--- src/rtl/store_buffer_if.sv ---
// rtl/store_buffer_if.sv - core load/store and data-memory signals of the store buffer
interface store_buffer_if #(
  parameter int ADDR_MEM_WIDTH = 32
);
  logic [ADDR_MEM_WIDTH-1:0] i_addr;
  logic [31:0]               i_data;
  logic                      i_we;
  logic                      i_re;
  logic [31:0]               o_data;
  logic                      o_valid;
  logic                      o_full;
  logic                      o_busy;
  logic [ADDR_MEM_WIDTH-1:0] o_mem_addr;
  logic [31:0]               o_mem_data;
  logic                      o_mem_we;
  logic                      o_mem_re;
  logic [31:0]               i_mem_data;
  logic                      i_mem_ready;

  modport slave (
    input  i_addr, i_data, i_we, i_re, i_mem_data, i_mem_ready,
    output o_data, o_valid, o_full, o_busy, o_mem_addr, o_mem_data, o_mem_we, o_mem_re
  );

  modport master (
    output i_addr, i_data, i_we, i_re, i_mem_data, i_mem_ready,
    input  o_data, o_valid, o_full, o_busy, o_mem_addr, o_mem_data, o_mem_we, o_mem_re
  );
endinterface

--- src/rtl/store_buffer.sv ---
// rtl/store_buffer.sv - store FIFO draining to data memory with youngest-match load forwarding
module store_buffer #(
  parameter int ADDR_MEM_WIDTH = 32,
  parameter int WIDTH_PTR      = 2
) (
  input logic           i_clk,
  input logic           i_rst_n,
  store_buffer_if.slave bus
);
  localparam int DEPTH = 2 ** WIDTH_PTR;
  localparam logic [WIDTH_PTR:0]   DEPTH_CNT = (WIDTH_PTR + 1)'(DEPTH);
  localparam logic [WIDTH_PTR:0]   CNT_ONE   = 1;
  localparam logic [WIDTH_PTR-1:0] PTR_ONE   = 1;

  typedef enum logic {IDLE, RD_MEM} state_t;

  state_t                    state_q, state_d;
  logic [WIDTH_PTR-1:0]      head_q, head_d, tail_q, tail_d;
  logic [WIDTH_PTR:0]        count_q, count_d;
  logic [ADDR_MEM_WIDTH-1:0] ent_addr_q [DEPTH];
  logic [ADDR_MEM_WIDTH-1:0] ent_addr_d [DEPTH];
  logic [31:0]               ent_data_q [DEPTH];
  logic [31:0]               ent_data_d [DEPTH];
  logic [ADDR_MEM_WIDTH-1:0] rd_addr_q, rd_addr_d;
  logic [31:0]               o_data_q, o_data_d;
  logic                      o_valid_q, o_valid_d;

  logic                      full, push, drain, pop, hit;
  logic [31:0]               fwd_data;
  logic [WIDTH_PTR-1:0]      idx;

  assign full  = (count_q == DEPTH_CNT);
  assign push  = bus.i_we && !full;
  assign drain = (state_q == IDLE) && (count_q != '0);
  assign pop   = drain && bus.i_mem_ready;

  always_comb begin
    hit      = 1'b0;
    fwd_data = '0;
    idx      = head_q;
    // Walk oldest to youngest so the last match seen is the youngest one.
    for (int i = 0; i < DEPTH; i++) begin
      idx = head_q + WIDTH_PTR'(i);
      if (((WIDTH_PTR + 1)'(i) < count_q) &&
          (ent_addr_q[idx][ADDR_MEM_WIDTH-1:2] == bus.i_addr[ADDR_MEM_WIDTH-1:2])) begin
        hit      = 1'b1;
        fwd_data = ent_data_q[idx];
      end
    end
    if (push) begin
      hit      = 1'b1;
      fwd_data = bus.i_data;
    end
  end

  always_comb begin
    state_d    = state_q;
    head_d     = head_q;
    tail_d     = tail_q;
    count_d    = count_q;
    ent_addr_d = ent_addr_q;
    ent_data_d = ent_data_q;
    rd_addr_d  = rd_addr_q;
    o_data_d   = o_data_q;
    o_valid_d  = 1'b0;

    if (push) begin
      ent_addr_d[tail_q] = bus.i_addr;
      ent_data_d[tail_q] = bus.i_data;
      tail_d             = tail_q + PTR_ONE;
    end
    if (pop) begin
      head_d = head_q + PTR_ONE;
    end
    case ({push, pop})
      2'b10:   count_d = count_q + CNT_ONE;
      2'b01:   count_d = count_q - CNT_ONE;
      default: count_d = count_q;
    endcase

    case (state_q)
      IDLE: begin
        if (bus.i_re) begin
          if (hit) begin
            o_data_d  = fwd_data;
            o_valid_d = 1'b1;
          end else begin
            rd_addr_d = bus.i_addr;
            state_d   = RD_MEM;
          end
        end
      end
      RD_MEM: begin
        if (bus.i_mem_ready) begin
          o_data_d  = bus.i_mem_data;
          o_valid_d = 1'b1;
          state_d   = IDLE;
        end
      end
      default: state_d = IDLE;
    endcase
  end

  always_ff @(posedge i_clk or negedge i_rst_n) begin
    if (!i_rst_n) begin
      state_q    <= IDLE;
      head_q     <= '0;
      tail_q     <= '0;
      count_q    <= '0;
      ent_addr_q <= '{default: '0};
      ent_data_q <= '{default: '0};
      rd_addr_q  <= '0;
      o_data_q   <= '0;
      o_valid_q  <= 1'b0;
    end else begin
      state_q    <= state_d;
      head_q     <= head_d;
      tail_q     <= tail_d;
      count_q    <= count_d;
      ent_addr_q <= ent_addr_d;
      ent_data_q <= ent_data_d;
      rd_addr_q  <= rd_addr_d;
      o_data_q   <= o_data_d;
      o_valid_q  <= o_valid_d;
    end
  end

  assign bus.o_data     = o_data_q;
  assign bus.o_valid    = o_valid_q;
  assign bus.o_full     = full;
  assign bus.o_busy     = (state_q == RD_MEM);
  assign bus.o_mem_we   = drain;
  assign bus.o_mem_re   = (state_q == RD_MEM);
  assign bus.o_mem_addr = (state_q == RD_MEM) ? rd_addr_q :
                          drain               ? ent_addr_q[head_q] : '0;
  assign bus.o_mem_data = drain ? ent_data_q[head_q] : '0;
endmodule

--- src/flat_wrapper.sv ---
// flat-port wrapper written by rule: the top's interface ports become plain ports
module store_buffer_flat 
#(
  parameter int ADDR_MEM_WIDTH = 32,
  parameter int WIDTH_PTR      = 2
)
  (i_clk, i_rst_n, bus_i_addr, bus_i_data, bus_i_we, bus_i_re, bus_i_mem_data, bus_i_mem_ready, bus_o_data, bus_o_valid, bus_o_full, bus_o_busy, bus_o_mem_addr, bus_o_mem_data, bus_o_mem_we, bus_o_mem_re);
  store_buffer_if #(.ADDR_MEM_WIDTH(ADDR_MEM_WIDTH)) bus_i ();
  input logic i_clk;
  input logic i_rst_n;
  input wire logic [$bits(bus_i.i_addr)-1:0] bus_i_addr;
  input wire logic [$bits(bus_i.i_data)-1:0] bus_i_data;
  input wire logic [$bits(bus_i.i_we)-1:0] bus_i_we;
  input wire logic [$bits(bus_i.i_re)-1:0] bus_i_re;
  input wire logic [$bits(bus_i.i_mem_data)-1:0] bus_i_mem_data;
  input wire logic [$bits(bus_i.i_mem_ready)-1:0] bus_i_mem_ready;
  output wire logic [$bits(bus_i.o_data)-1:0] bus_o_data;
  output wire logic [$bits(bus_i.o_valid)-1:0] bus_o_valid;
  output wire logic [$bits(bus_i.o_full)-1:0] bus_o_full;
  output wire logic [$bits(bus_i.o_busy)-1:0] bus_o_busy;
  output wire logic [$bits(bus_i.o_mem_addr)-1:0] bus_o_mem_addr;
  output wire logic [$bits(bus_i.o_mem_data)-1:0] bus_o_mem_data;
  output wire logic [$bits(bus_i.o_mem_we)-1:0] bus_o_mem_we;
  output wire logic [$bits(bus_i.o_mem_re)-1:0] bus_o_mem_re;
  assign bus_i.i_addr = bus_i_addr;
  assign bus_i.i_data = bus_i_data;
  assign bus_i.i_we = bus_i_we;
  assign bus_i.i_re = bus_i_re;
  assign bus_i.i_mem_data = bus_i_mem_data;
  assign bus_i.i_mem_ready = bus_i_mem_ready;
  assign bus_o_data = bus_i.o_data;
  assign bus_o_valid = bus_i.o_valid;
  assign bus_o_full = bus_i.o_full;
  assign bus_o_busy = bus_i.o_busy;
  assign bus_o_mem_addr = bus_i.o_mem_addr;
  assign bus_o_mem_data = bus_i.o_mem_data;
  assign bus_o_mem_we = bus_i.o_mem_we;
  assign bus_o_mem_re = bus_i.o_mem_re;
  store_buffer #(.ADDR_MEM_WIDTH(ADDR_MEM_WIDTH), .WIDTH_PTR(WIDTH_PTR)) u_core (.i_clk(i_clk), .i_rst_n(i_rst_n), .bus(bus_i));
endmodule
--- config.mk ---
export PLATFORM = sky130hd
export DESIGN_NAME = store_buffer_flat
export DESIGN_NICKNAME = d
export VERILOG_FILES = /design/src/rtl/store_buffer_if.sv /design/src/rtl/store_buffer.sv /design/src/flat_wrapper.sv
export SDC_FILE = /design/constraint.sdc
export NUM_CORES = 1
export LEC_CHECK = 0
export BUFFER_PORTS_ARGS = -buffer_cell sky130_fd_sc_hd__buf_2
export CAP_MARGIN = 15
export CORE_UTILIZATION = 61
export CTS_CLUSTER_DIAMETER = 40
export CTS_CLUSTER_SIZE = 40
export DETAILED_ROUTE_END_ITERATION = 8
export PLACE_DENSITY_LB_ADDON = 0.05
export RECOVER_POWER = 50
export SLEW_MARGIN = 20
export SYNTH_ARGS = -nofsm -noshare
export SYNTH_HDL_FRONTEND = slang
export SYNTH_SLANG_ARGS = --single-unit
--- constraint.sdc ---
create_clock -name i_clk -period 4 [get_ports i_clk]
set_input_delay 0.2 -clock i_clk [delete_from_list [all_inputs] [get_ports i_clk]]
set_output_delay 0.2 -clock i_clk [all_outputs]
set_load 0.05 [all_outputs]
# Word level (Yosys, flattened, before mapping)
# Cells that the tools add are included.
[totals]
reg_bits = 329
input_bits = 101
output_inout_bits = 101
elab_cells = 115
[op_classes]
n_addsub = 6
order_cmp = 10
eq_ne = 10
n_mux = 54
bitwise_logic = 7
reduce_logical = 13
[op_table]
columns = ["op", "count"]
rows = [
  ["32-bit 2-to-1 mux", 28],
  ["32-bit binary-select mux with 2-bit select", 8],
  ["128-bit bitwise mux", 2],
  ["30-bit equality test", 4],
  ["32-bit demux with 2-bit select", 1],
  ["32-bit one-hot mux with 2 select lines", 1],
  ["3-bit >= comparator, second input constant", 5],
  ["2-bit inverter with 3-bit output", 5],
  ["1-bit 2-to-1 mux", 11],
  ["1-bit logical AND", 8],
  ["1-bit by 3-bit < comparator with 1-bit output, first input constant", 2],
  ["2-bit by 3-bit < comparator with 1-bit output, first input constant", 2],
  ["3-bit one-hot mux with 2 select lines", 1],
  ["3-bit AND reduction", 2],
  ["2-bit by 1-bit adder with 2-bit output, second input constant", 2],
  ["2-bit adder, second input constant", 2],
  ["2-bit != test, second input constant", 2],
  ["1-bit one-hot mux with 2 select lines", 2],
  ["3-bit by 1-bit adder with 3-bit output, second input constant", 1],
  ["3-bit equality test, second input constant", 1],
  ["3-bit by 1-bit < comparator with 1-bit output, second input constant", 1],
  ["3-bit nonzero test", 1],
  ["3-bit by 1-bit subtractor with 3-bit output, second input constant", 1],
  ["2-bit by 1-bit equality test with 1-bit output, second input constant", 1],
  ["other kinds (5)", 6],
]

# Longest topological paths before layout
[depth]
depth_word = 14
mapped_depth = 18
ltp_nobuf = 11

# Worst setup path after synthesis
# Ideal clock, no wire load.
[synth_timing]
path_type = "register to output"
from = "register u_core.head_q[0]"
to = "output bus_o_mem_addr[8]"
arrival_time_ns = 3.853
t_required_ns = 3.800
slack_ns = -0.053
path_stages_with_launch = 14
path_buffers = 10
cell_sequence = "dfrtp_1 buf_6 buf_6 inv_2 buf_2 buf_4 buf_4 buf_2 clkbuf_1 clkbuf_1 clkbuf_1 clkbuf_1 a21oi_1 o21ai_0"
[synth_between]
elab_chain_cells = 6
[synth_lines]
columns = ["element", "line_no", "source"]
rows = [
  ["start, declared", "store_buffer.sv:18", "logic [WIDTH_PTR-1:0] head_q, head_d, tail_q, tail_d;"],
  ["start signal, assigned", "store_buffer.sv:107", "head_q <= '0;"],
  ["start signal, assigned", "store_buffer.sv:117", "head_q <= head_d;"],
  ["2-bit inverter with 3-bit output (implied by the code)", "store_buffer.sv:135", "drain ? ent_addr_q[head_q] : '0;"],
  ["32-bit binary-select mux with 2-bit select", "store_buffer.sv:135", ""],
  ["32-bit 2-to-1 mux (implied by the code) (2 in a row)", "store_buffer.sv:135", ""],
  ["32-bit 2-to-1 mux", "store_buffer.sv:135", ""],
  ["32-bit 2-to-1 mux", "store_buffer.sv:134", "assign bus.o_mem_addr = (state_q == RD_MEM) ? rd_addr_q :"],
  ["end, declared", "flat_wrapper.sv:21", "output wire logic [$bits(bus_i.o_mem_addr)-1:0] bus_o_mem_addr;"],
]
# Every way passes these cells. The select of a mux whose other input is x is not followed.

# Worst setup path in the final report
[layout_timing]
from = "register u_core.head_q[1]"
to = "register u_core.o_data_q[0], in the netlist u_core.bus.o_data[0]"
[layout_between]
elab_chain_cells = 14
word_cells_on_any_way = 54
[layout_lines]
columns = ["element", "line_no", "source"]
rows = [
  ["2-bit by 1-bit adder with 2-bit output / 2-bit inverter with 3-bit output (equally long branches)", "store_buffer.sv:43, store_buffer.sv:45, store_buffer.sv:47", ""],
  ["2-bit inverter with 3-bit output (implied by the code) / 32-bit binary-select mux with 2-bit select (equally long branches)", "store_buffer.sv:45, store_buffer.sv:47", ""],
  ["32-bit binary-select mux with 2-bit select / 32-bit 2-to-1 mux (equally long branches)", "store_buffer.sv:45", "(ent_addr_q[idx][ADDR_MEM_WIDTH-1:2] == bus.i_addr[ADDR_MEM_WIDTH-1:2])) begin"],
  ["32-bit 2-to-1 mux (implied by the code)", "store_buffer.sv:45", ""],
  ["32-bit 2-to-1 mux (implied by the code) / 30-bit equality test (equally long branches)", "store_buffer.sv:45", ""],
  ["30-bit equality test / 1-bit logical AND (equally long branches)", "store_buffer.sv:45, store_buffer.sv:44", ""],
  ["1-bit logical AND / 32-bit 2-to-1 mux (equally long branches)", "store_buffer.sv:44", "if (((WIDTH_PTR + 1)'(i) < count_q) &&"],
  ["32-bit 2-to-1 mux (3 in a row)", "store_buffer.sv:44", ""],
  ["32-bit 2-to-1 mux", "store_buffer.sv:50", "if (push) begin"],
  ["32-bit 2-to-1 mux", "store_buffer.sv:84", "if (hit) begin"],
  ["32-bit 2-to-1 mux", "store_buffer.sv:83", "if (bus.i_re) begin"],
  ["32-bit one-hot mux with 2 select lines", "store_buffer.sv:81", "case (state_q)"],
  ["end signal, assigned", "store_buffer.sv:123", "o_data_q <= o_data_d;"],
  ["end, declared", "store_buffer.sv:25", "logic [31:0] o_data_q, o_data_d;"],
]
# Several ways; a longest one is shown, not always the timed one. The select of a mux whose other input is x is not followed.
# A chain may end at the register's enable or synchronous reset.

==> summary.md <==
| Metric | Value |
|---|---|
| Rows | 69 |
| Detailed placer's ending HPWL | between 40000 and 50000 um |
| Starting utilization of the core area | 62.1% |
| Inserted Diodes | 0 |
| Synth Cell Area | between 20000 and 25000 um^2 |
| First drt pass iteration count | 5 |
| Library cells used by synthesis | 64 |
| Total of max-cap violations | 2 |
| I/O pin cnt | 202 |
| Clk slew on worst S/H paths | approximately 0.060 ns |
| Total CTS buffers | 53 |
| Core Footprint | 35600 um^2 |
| Unrepaired setup endpoints after global routing | yes |
| Post-Synth XOR/XNOR Area | 3.96% |
| Tightest Pin Transition | around 3 ns |
| Largest net degree at the start of global routing | 118 |
| Setup violators final | 0 |
| Status | finished, violations left |
| Clk buf depth | 3 |
| Sink Count | 329 |
| Ys Warns | 0 |
| Count of buffers from port buffering | 201 |
| First-pass GRT wire length | about 110000 um |
| Dpl ws | between 0.08 and 0.09 ns |
| Pins Over Slew Limit | around 150 |
| Final-report hold violation count | 0 |
| CP Capture Type | flop |
| Maximum clock frequency | 0.253 GHz |
| Clock Latency Late Sink | 0.61 ns |
| Hold_ws | 0.0236 ns |
| CP Launch Type | flop |
| Worst path most repeated cell | buf_4 |
| Final #Nets | 2446 |
| Synth Area in Adders | 0.510% |
| DRT antenna net count | 0 |
| Post-synth EDFFs | 0 |
| Fraction of layout cells with a size suffix above 1 | approximately 34% |
| Setup TNS | 0 ns |
| Syn_area_per_cell | 10.6 um^2 |
| Sequential area share after synthesis | a little under two fifths |
| CP max FO | 29 |
| Flops & latches, synth | 329 |
| Cell chain of the critical path | buf_12 -> mux2_2 -> buf_4 -> o22ai_1 -> o21ai_0 -> nand4_1 -> or4_1 -> buf_4 -> buf_4 -> a2111oi_0 -> o311a_1 -> nor3_1 -> o31ai_1 |
| Most common cell after layout, fill and taps aside | dfrtp_1 |
| Main synth FF type | dfrtp_1 |
| Worst EP required | between 4 and 5 ns |
| Setup ws final | 0.0546 ns |
| Cell count after synthesis | 2084 |
| Main combinational cell family by area after synthesis | multiplexers |
| Slew margin rel. | -104% |
| Crit path DAT | 4.46 ns |
| Violated checks | max-capacitance violations, max-slew violations |
| Total Wirelength | around 71000 um |
| Cell family with most CP delay | compound AO/OA/AOI/OAI gates |
| GP Congestion | between 0.9 and 1 |
| Fin util | 74.8% |
| WL/cell | 24.9 um |
| Vias in the first global route | 18800 |
| CP max stage cell | or4_1 |
| Die height | 192 um |
| Crit Path Class | reg2reg |
| Vias | 19000 |
| Total GRT Usage | roughly two fifths |
| Crit-path max cell delay | 0.54 ns |
| Commonest non-fill, non-tap cells in the layout | 327 x dfrtp_1, 324 x mux2_2, 194 x mux2i_1, 165 x buf_2, 156 x nand2_1 |
| Layout area overhead | 20.4% |
| DRC viols | 0 |
| CTS tree | built |
| Width of the die | 192 um |
| Peak supply drop | 0.000891 V |
| Leakage | 0.0115 uW |
| WP buf/inv | 4 |
| Period minus WS final | around 3.9 ns |
| Clock Skew | 0.0361 ns |
| Power Density | 1050 nW/um^2 |
| Die footprint | 37000 um^2 |
| Antenna violations before repair | 1 |
| Period utilization | 98.6% |
| H-tree levels | 2 |
| Vias/cell | 6.69 |
| Root Buffer | clkbuf_16 |
| Compound-Gate Fraction of Synth Area | 14.4% |
| Hold Crit Class | in2reg |
| Simple-gate share of the synthesized area | 7.83% |
| Synth async-reset ratio | 100% |
| First DRT Iteration DRCs | 1648 |
| Post-synthesis mux area share | 31.3% |
| Synth Net Count | 2194 |
| GRT Residual Overflow | 0 |
## registers in the layout (all words and copies together) (netlist names), 2 cells and up
signal / flops
u_core.rd_addr_q: 32
u_core.head_q: 2
u_core.count_q: 3
u_core.ent_data_q: 128
u_core.tail_q: 2
u_core.bus.o_data: 32
u_core.ent_addr_q: 128
## metal layers
metal / wire length [um] / share of wire (%) / GRT usage, % / up-vias
li1: - / - / - / 8335
met1: 28300 / 40 / 49.4 / 9491
met2: 34200 / 48 / 63.4 / 987
met3: 5400 / 7.6 / 5.62 / 192
met4: 2840 / 4.0 / 17.7 / 2
met5: 10 / 0.014 / 0 / -
## metrics by stage
| step | area, um^2 | instances | total power, uW |
|---|---|---|---|
| CTS | 26500 | 2840 | 27600 |
| global route | 26600 | 2841 | 29200 |
| floorplan | 22100 | 2084 | 18200 |
| detailed placement | 24000 | 2670 | 22800 |
| finish | 26600 | 2841 | 27900 |
| global placement | 24000 | 2670 | 22500 |
## report_power, final
part / switching [uW] / internal [uW]
sequential: 1500 / 5060
combinational: 10000 / 6740
clock: 1850 / 2730
total: 13400 / 14500
## worst paths after layout
check	startpoint	end	slack, ns	cells past startpoint
setup / recovery	u_core.head_q[1]	u_core.bus.o_data[0]	0.05	13
hold / removal	bus_i_addr[23]	u_core.ent_addr_q[119]	0.02	2
setup reg to reg	u_core.head_q[1]	u_core.bus.o_data[0]	0.05	13
hold reg to reg	u_core.ent_addr_q[114]	u_core.ent_addr_q[114]	0.51	2
max in group asynchronous	i_rst_n	u_core.ent_data_q[78]	0.53	3
min in group asynchronous	i_rst_n	u_core.ent_addr_q[83]	1.04	2
## repair_timing
action                                 CTS  global route
hold buffers                            71             0
gates resized for setup                  0            50
setup endpoints to repair                0            64
endpoints found under the hold margin  290             0
buffers inserted                         0             1
## area by class of cell
class                           count  area (um^2)
Tap cell                          461          577
Clock buffer                       64         1450
Fill cell                        2527         8960
Inverter                           14         57.6
Sequential cell                   329         8240
Multi-Input combinational cell   1532        13000
Clock inverter                     35          344
Timing Repair Buffer              406         2970
## cell usage after synthesis, types with 2 or more instances
cell / instances / area share (%)
a2111oi_0: 68 / 2.7
a211oi_1: 35 / 1.2
a21o_1: 3 / 0.10
a21oi_1: 51 / 1.2
a221o_1: 3 / 0.14
a221oi_1: 3 / 0.12
a22o_1: 45 / 1.8
a22oi_1: 4 / 0.14
a2bb2oi_1: 3 / 0.12
a31oi_1: 2 / 0.057
a32o_1: 15 / 0.68
a32oi_1: 2 / 0.079
and2_1: 4 / 0.11
buf_1: 18 / 0.31
buf_2: 28 / 0.63
buf_4: 7 / 0.24
buf_6: 18 / 0.92
clkbuf_1: 137 / 2.3
dfrtp_1: 329 / 37
ha_1: 9 / 0.51
inv_1: 12 / 0.20
mux2_2: 324 / 17
mux2_4: 29 / 2.0
mux2i_1: 196 / 8.9
mux4_2: 38 / 3.9
nand2_1: 160 / 2.7
nand2b_1: 2 / 0.057
nand3_1: 7 / 0.16
nand4_1: 9 / 0.25
nor2_1: 146 / 2.5
nor2b_1: 4 / 0.11
nor3_1: 43 / 0.97
nor4_1: 16 / 0.45
o2111ai_1: 3 / 0.12
o211ai_1: 6 / 0.20
o21ai_0: 91 / 2.1
o21ai_1: 2 / 0.045
o221ai_1: 9 / 0.36
o22ai_1: 9 / 0.25
o2bb2ai_1: 5 / 0.20
o311a_1: 32 / 1.4
o31ai_1: 34 / 1.2
or4_1: 4 / 0.14
xnor2_1: 50 / 2.0
xor2_1: 50 / 2.0
## logic make-up after synthesis
kind of cell | after synthesis
adders and majority gates | 9
and+or+nand+nor | 402
buffers and inverters | 223
xor gates and xnor gates | 100
AOI/OAI and AO/OA | 433
muxes | 588
DFF | 329
(Power assumes the default switching activity.)
